**src/rtl/bitstream_pkg.sv**
```systemverilog
// ============================================================================
// bitstream_pkg : shared FSM states, default link constants, period classifier
// Rev 1.0
// ============================================================================
`default_nettype none

package bitstream_pkg;

  typedef enum logic [2:0] {
    IDLE = 3'd0,
    ARM  = 3'd1,
    MEAS = 3'd2,
    DONE = 3'd3,
    ERR  = 3'd4
  } state_t;

  typedef enum logic [1:0] {
    CLS_ONE  = 2'd0,
    CLS_ZERO = 2'd1,
    CLS_BAD  = 2'd2
  } bit_class_t;

  localparam int unsigned c_def_datalen  = 64;
  localparam int unsigned c_def_cntlen   = 8;
  localparam int unsigned c_def_clk_div1 = 16;
  localparam int unsigned c_def_clk_div2 = 32;
  localparam int unsigned c_def_tol      = 3;

  // Unsigned window test written as p+tol >= div && p <= div+tol to avoid underflow
  function automatic bit_class_t classify_period(input int unsigned p,
                                                 input int unsigned div1,
                                                 input int unsigned div2,
                                                 input int unsigned tol);
    bit_class_t cls;
    cls = CLS_BAD;
    if ((p + tol >= div1) && (p <= div1 + tol))
      cls = CLS_ONE;
    else if ((p + tol >= div2) && (p <= div2 + tol))
      cls = CLS_ZERO;
    return cls;
  endfunction

endpackage

`default_nettype wire

```
**src/rtl/bit_sync_edge.sv**
```systemverilog
// ============================================================================
// bit_sync_edge : 2-FF synchroniser plus registered copy for rising-edge detect
// Rev 1.0
// ============================================================================
`default_nettype none

module bit_sync_edge (
  input  logic clk,
  input  logic rst,
  input  logic din,
  output logic sync,
  output logic rise
);

  logic r_meta;
  logic r_sync;
  logic r_prev;

  always_ff @(posedge clk or posedge rst) begin
    if (rst) begin
      r_meta <= 1'b0;
      r_sync <= 1'b0;
      r_prev <= 1'b0;
    end else begin
      r_meta <= din;
      r_sync <= r_meta;
      r_prev <= r_sync;
    end
  end

  assign sync = r_sync;
  assign rise = r_sync & ~r_prev;

endmodule

`default_nettype wire

```
**src/rtl/bitstream_receiver.sv**
```systemverilog
// ============================================================================
// bitstream_receiver : recovers a DATALEN-bit word from a two-period bitstream
// Optional differential-pair check enabled by macro RX_DIFF_CHECK_EN.
// Rev 1.0
// ============================================================================
`default_nettype none

module bitstream_receiver
  import bitstream_pkg::*;
#(
  parameter int unsigned DATALEN  = c_def_datalen,
  parameter int unsigned CNTLEN   = c_def_cntlen,
  parameter int unsigned CLK_DIV1 = c_def_clk_div1,
  parameter int unsigned CLK_DIV2 = c_def_clk_div2,
  parameter int unsigned TOL      = c_def_tol
) (
  input  logic               clk,
  input  logic               rst,
  input  logic               start,
  input  logic               inp,
  input  logic               inn,
  output logic [DATALEN-1:0] dataout,
  output logic               valid,
  output logic               busy,
  output logic               err,
  output logic [CNTLEN-1:0]  bitcnt
);

  localparam logic [CNTLEN-1:0] c_cnt_max    = '1;
  localparam int unsigned       c_arm_limit  = 4 * CLK_DIV2;
  localparam int unsigned       c_meas_limit = 2 * CLK_DIV2;

  state_t             r_state;
  state_t             w_next;
  logic [CNTLEN-1:0]  r_cnt;
  logic [CNTLEN-1:0]  r_bitcnt;
  logic [DATALEN-1:0] r_shift;
  logic [DATALEN-1:0] r_data;
  logic               r_err;
  logic               w_sync_p;
  logic               w_rise_p;
  logic               w_diff_bad;
  logic               w_word_full;
  logic               w_arm_tmo;
  logic               w_meas_tmo;
  logic               w_accept;
  logic               w_arm_req;
  bit_class_t         w_class;

  bit_sync_edge u_sync_p (
    .clk  (clk),
    .rst  (rst),
    .din  (inp),
    .sync (w_sync_p),
    .rise (w_rise_p)
  );

`ifdef RX_DIFF_CHECK_EN
  logic       w_sync_n;
  logic       w_rise_n_unused;
  logic [1:0] r_same;

  bit_sync_edge u_sync_n (
    .clk  (clk),
    .rst  (rst),
    .din  (inn),
    .sync (w_sync_n),
    .rise (w_rise_n_unused)
  );

  // Third consecutive cycle of equal legs while busy marks a broken pair
  always_ff @(posedge clk or posedge rst) begin
    if (rst)
      r_same <= 2'd0;
    else if (busy && (w_sync_p == w_sync_n)) begin
      if (r_same != 2'd3)
        r_same <= r_same + 2'd1;
    end else
      r_same <= 2'd0;
  end

  assign w_diff_bad = busy && (w_sync_p == w_sync_n) && (r_same >= 2'd2);
`else
  logic w_unused;
  assign w_unused   = ^{inn, w_sync_p};
  assign w_diff_bad = 1'b0;
`endif

  assign w_class     = classify_period(32'(r_cnt), CLK_DIV1, CLK_DIV2, TOL);
  assign w_word_full = (r_bitcnt == CNTLEN'(DATALEN));
  assign w_arm_tmo   = (32'(r_cnt) >= c_arm_limit) || (r_cnt == c_cnt_max);
  assign w_meas_tmo  = (32'(r_cnt) >= c_meas_limit);
  assign w_arm_req   = (r_state == IDLE) && start;
  assign w_accept    = (r_state == MEAS) && !w_word_full && !w_diff_bad &&
                       w_rise_p && (w_class != CLS_BAD);

  always_ff @(posedge clk or posedge rst) begin
    if (rst)
      r_state <= IDLE;
    else
      r_state <= w_next;
  end

  always_comb begin
    w_next = r_state;
    case (r_state)
      IDLE: if (start) w_next = ARM;
      ARM: begin
        if (w_diff_bad)      w_next = ERR;
        else if (w_rise_p)   w_next = MEAS;
        else if (w_arm_tmo)  w_next = ERR;
      end
      MEAS: begin
        if (w_word_full)     w_next = DONE;
        else if (w_diff_bad) w_next = ERR;
        else if (w_rise_p) begin
          if (w_class == CLS_BAD) w_next = ERR;
        end else if (w_meas_tmo) w_next = ERR;
      end
      DONE:    w_next = IDLE;
      ERR:     w_next = IDLE;
      default: w_next = IDLE;
    endcase
  end

  always_ff @(posedge clk or posedge rst) begin
    if (rst) begin
      r_cnt    <= '0;
      r_bitcnt <= '0;
      r_shift  <= '0;
      r_data   <= '0;
      r_err    <= 1'b0;
    end else begin
      if (w_rise_p || w_arm_req)
        r_cnt <= CNTLEN'(1);
      else if (r_cnt != c_cnt_max)
        r_cnt <= r_cnt + CNTLEN'(1);

      if (w_arm_req) begin
        r_bitcnt <= '0;
        r_shift  <= '0;
        r_err    <= 1'b0;
      end else if (w_accept) begin
        r_bitcnt <= r_bitcnt + CNTLEN'(1);
        r_shift  <= {r_shift[DATALEN-2:0], (w_class == CLS_ONE)};
      end

      if ((r_state == MEAS) && w_word_full)
        r_data <= r_shift;

      if (w_next == ERR)
        r_err <= 1'b1;
    end
  end

  assign dataout = r_data;
  assign valid   = (r_state == DONE);
  assign busy    = (r_state == ARM) || (r_state == MEAS);
  assign err     = r_err;
  assign bitcnt  = r_bitcnt;

endmodule

`default_nettype wire

```
**config.mk**
```make
export PLATFORM = sky130hd
export DESIGN_NAME = bitstream_receiver
export DESIGN_NICKNAME = d
export VERILOG_FILES = /design/src/rtl/bitstream_pkg.sv /design/src/rtl/bit_sync_edge.sv /design/src/rtl/bitstream_receiver.sv
export SDC_FILE = /design/constraint.sdc
export NUM_CORES = 1
export LEC_CHECK = 0
export ABC_CLOCK_PERIOD_IN_PS = 9200
export CAP_MARGIN = 10
export CORE_MARGIN = 2
export CORE_UTILIZATION = 42
export DETAILED_ROUTE_END_ITERATION = 8
export PLACE_DENSITY = 0.7
export SLEW_MARGIN = 20
export SYNTH_ARGS = -nofsm -noshare
export SYNTH_HDL_FRONTEND = slang
export SYNTH_SLANG_ARGS = --single-unit
```
**constraint.sdc**
```tcl
create_clock -name clk -period 9.2 [get_ports clk]
set_input_delay 1.38 -clock clk [delete_from_list [all_inputs] [get_ports clk]]
set_output_delay 1.38 -clock clk [all_outputs]
set_load 0.02 [all_outputs]
```
==> impl_metrics.py <==
metrics = {
    "outcome": {
        "outcome": "finished, final reports clean",
    },
    "pwr": {
        "leakage_uw": 0.003820,
        "p_total_uw": 1536,
        "ir_drop_v": 0.0001229,
        "p_per_area_nw_per_um2": 196.0,
    },
    "clock_tree": {
        "h-tree-depth": 4,
        "cts_resized": 0,
        "cts_buffers": 17,
        "cts_tree": "built",
        "clock-sinks": 151,
        "cts.hold.buffers_added": 0,
        "cts_root_buf": "clkbuf_16",
        "cts.reportedPaths.clkPinSlew_ps": 60,
        "cts_setup_buffers": 0,
        "clockBufferDepth": 2,
        "clock_latency_ps": 420,
    },
    "hold_path": {
        "hold_class": "register to register",
        "whs_path_depth": 0,
    },
    "detailed_routing": {
        "finalWirelength_um": 12130,
        "drt_iter0_markers": 230,
        "ant_nets": 0,
        "avgViaCountPerCell": 5.083,
        "dr.pass1.iters": 4,
        "wl_per_cell_um": 14.86,
        "vias": 4148,
        "drc": 0,
    },
    "run": {
        "drv_cap": 0,
    },
    "logic_synthesis": {
        "synth-seq-cells": 151,
        "synth_cells": 547,
        "synth_top_area_share_pct": 59.72,
        "async_flop_share_pct": 100.0,
        "synth_commonest_cells": "dfrtp_1 (151), nand2_1 (79), mux2_2 (58)",
        "synth-seq-area-share_pct": 59.72,
        "synthesis.area_um2": 6327,
        "synth_edf_count": 0,
        "synth_cell_types": 45,
        "yosys.area.top_type": "dfrtp_1",
        "synth.avg_cell_area_um2": 11.57,
        "ys.flop_type": "dfrtp_1",
        "synth.net_count": 556,
        "yosysMostFrequentCell": "dfrtp_1",
        "yosysWarnings": 0,
        "synth_area_leaders": "dfrtp_1 (60%), mux2_2 (10%), mux2i_1 (5.7%)",
    },
    "floorplanning": {
        "die_h_um": 126.7,
        "ios": 80,
        "coreArea_um2": 14640,
        "dieArea_um2": 16060,
        "die_x_um": 126.7,
        "rows": 44,
        "initial_core_util_pct": 43.21,
    },
    "layout": {
        "post-route-util_pct": 53.49,
        "drive_above_1_share_pct": 17.41,
        "syn_to_final_growth_pct": 23.79,
        "nets": 629,
        "n_antenna_cell": 0,
    },
    "grt": {
        "grt_pass1_wl_um": 20410,
        "grt-ovfl-total": 0,
        "track_usage_pct": 16.00,
        "grt_pass1_vias": 4095,
        "antenna_found_initial": 0,
        "grt_max_degree": 82,
    },
    "critical_path": {
        "arrival_ps": 2070,
        "start_kind": "register",
        "crit_path_end_kind": "output port",
        "crit_type": "register to output port",
        "r2r_cells": 7,
        "crit_fanout": 5,
        "required_ps": 7820,
    },
    "timing": {
        "hold_viol": 0,
        "finalCritPeriodShare_pct": 37.49,
        "fin_ws_ps": 5751,
        "fin_crit_ps": 3449,
        "holdWs_ps": 348.4,
        "skew_ps": 5.982,
        "worst_slew_pin_slew_ps": 1099,
        "maxSlewViolCount": 0,
        "rsz0062_at_grt": "no",
        "fmax_mhz": 290.0,
        "setup_viol": 0,
        "tns_ps": 0,
        "slew_headroom_pct": 26.72,
    },
    "placed_design": {
        "finalWeightedCongestion": 0.7806,
        "place_ws_ps": 5467,
        "hpwl_um": 7674,
        "port_buffers": 78,
    },
}
==> layout make-up <==
type / instances / area [µm²]
clock buffers: 20 / 446.7
inverters: 38 / 147.6
clock inverters: 11 / 125.1
flip-flops and latches: 151 / 3779
repair buffers: 82 / 814.5
fillers: 1270 / 6812
well taps: 184 / 230.2
multi-input cells: 330 / 2290
==> cells by family (layout without fill, tap and decap cells) <==
kind of cell               after synthesis  count (layout)  share of synthesized area [%]
and+or+nand+nor                        162             162                          11.57
DFF                                    151             151                          59.72
muxes                                  100             100                          17.44
buffers and inverters                   66             151                          4.311
AOI/OAI and AO/OA                       61              61                          5.754
adders and majority gates                4               4                         0.7910
xor gates and xnor gates                 3               3                         0.4153
==> per-layer routing <==
metal | GRT usage, % | wire [µm]
met3 | 4.302 | 460
met1 | 20.16 | 5425
met5 | 0 | 0
met2 | 26.30 | 5996
met4 | 6.658 | 242
==> placed cells by master, fill, tap and decap left out, drive strengths merged, types with 6 or more instances in the layout <==
cell type	instances
dfrtp	151
nand2	80
clkdlybuf4s50	78
mux2	64
nor2	42
inv	40
o21ai	39
mux2i	36
clkbuf	20
a21oi	7
nand4	6
nand3	6
==> worst max-delay path, stage by stage, from the launching register on <==
cell and delay (ps):
dfrtp_1 420, or3b_2 530, nand2_1 100, clkdlybuf4s50_1 600
==> flip-flops by register name, indices dropped and copies added (netlist names) <==
| name | flops |
|---|---|
| dataout | 64 |
| r_shift | 64 |
| bitcnt | 8 |
| r_cnt | 8 |
| r_state | 3 |
| err | 1 |
| u_sync_p.r_meta | 1 |
| u_sync_p.r_prev | 1 |
| u_sync_p.sync | 1 |
==> power breakdown <==
| part | internal (µW) | switching [µW] | leakage (µW) |
|---|---|---|---|
| Clock | 405 | 266 | 0.000265 |
| Sequential | 682 | 21.1 | 0.00209 |
| Combinational | 54.5 | 107 | 0.00146 |
| Total | 1140 | 394 | 0.00382 |
==> per-stage QoR <==
stage          cells  cell area, µm²
5_1_grt          816            7833
3_3_place_gp     784            7249
2_1_floorplan    547            6327
3_5_place_dp     784            7249
4_1_cts          815            7821
6_report         816            7833
==> final timing paths <==
path | to | slack (ps) | from
worst max-delay path | busy | 5750 | r_state[2]$_DFF_PP0_
worst min-delay path | u_sync_p.sync$_DFF_PP0_ | 350 | u_sync_p.r_meta$_DFF_PP0_
worst max register to register | r_shift[10]$_DFFE_PP0P_ | 6210 | r_cnt[0]$_DFFE_PP0P_
worst min register to register | u_sync_p.sync$_DFF_PP0_ | 350 | u_sync_p.r_meta$_DFF_PP0_
max in group asynchronous | r_state[0]$_DFF_PP0_ | 6340 | rst
min in group asynchronous | dataout[23]$_DFFE_PP0P_ | 1480 | rst
No activity file was read; power rests on OpenSTA's default activity.
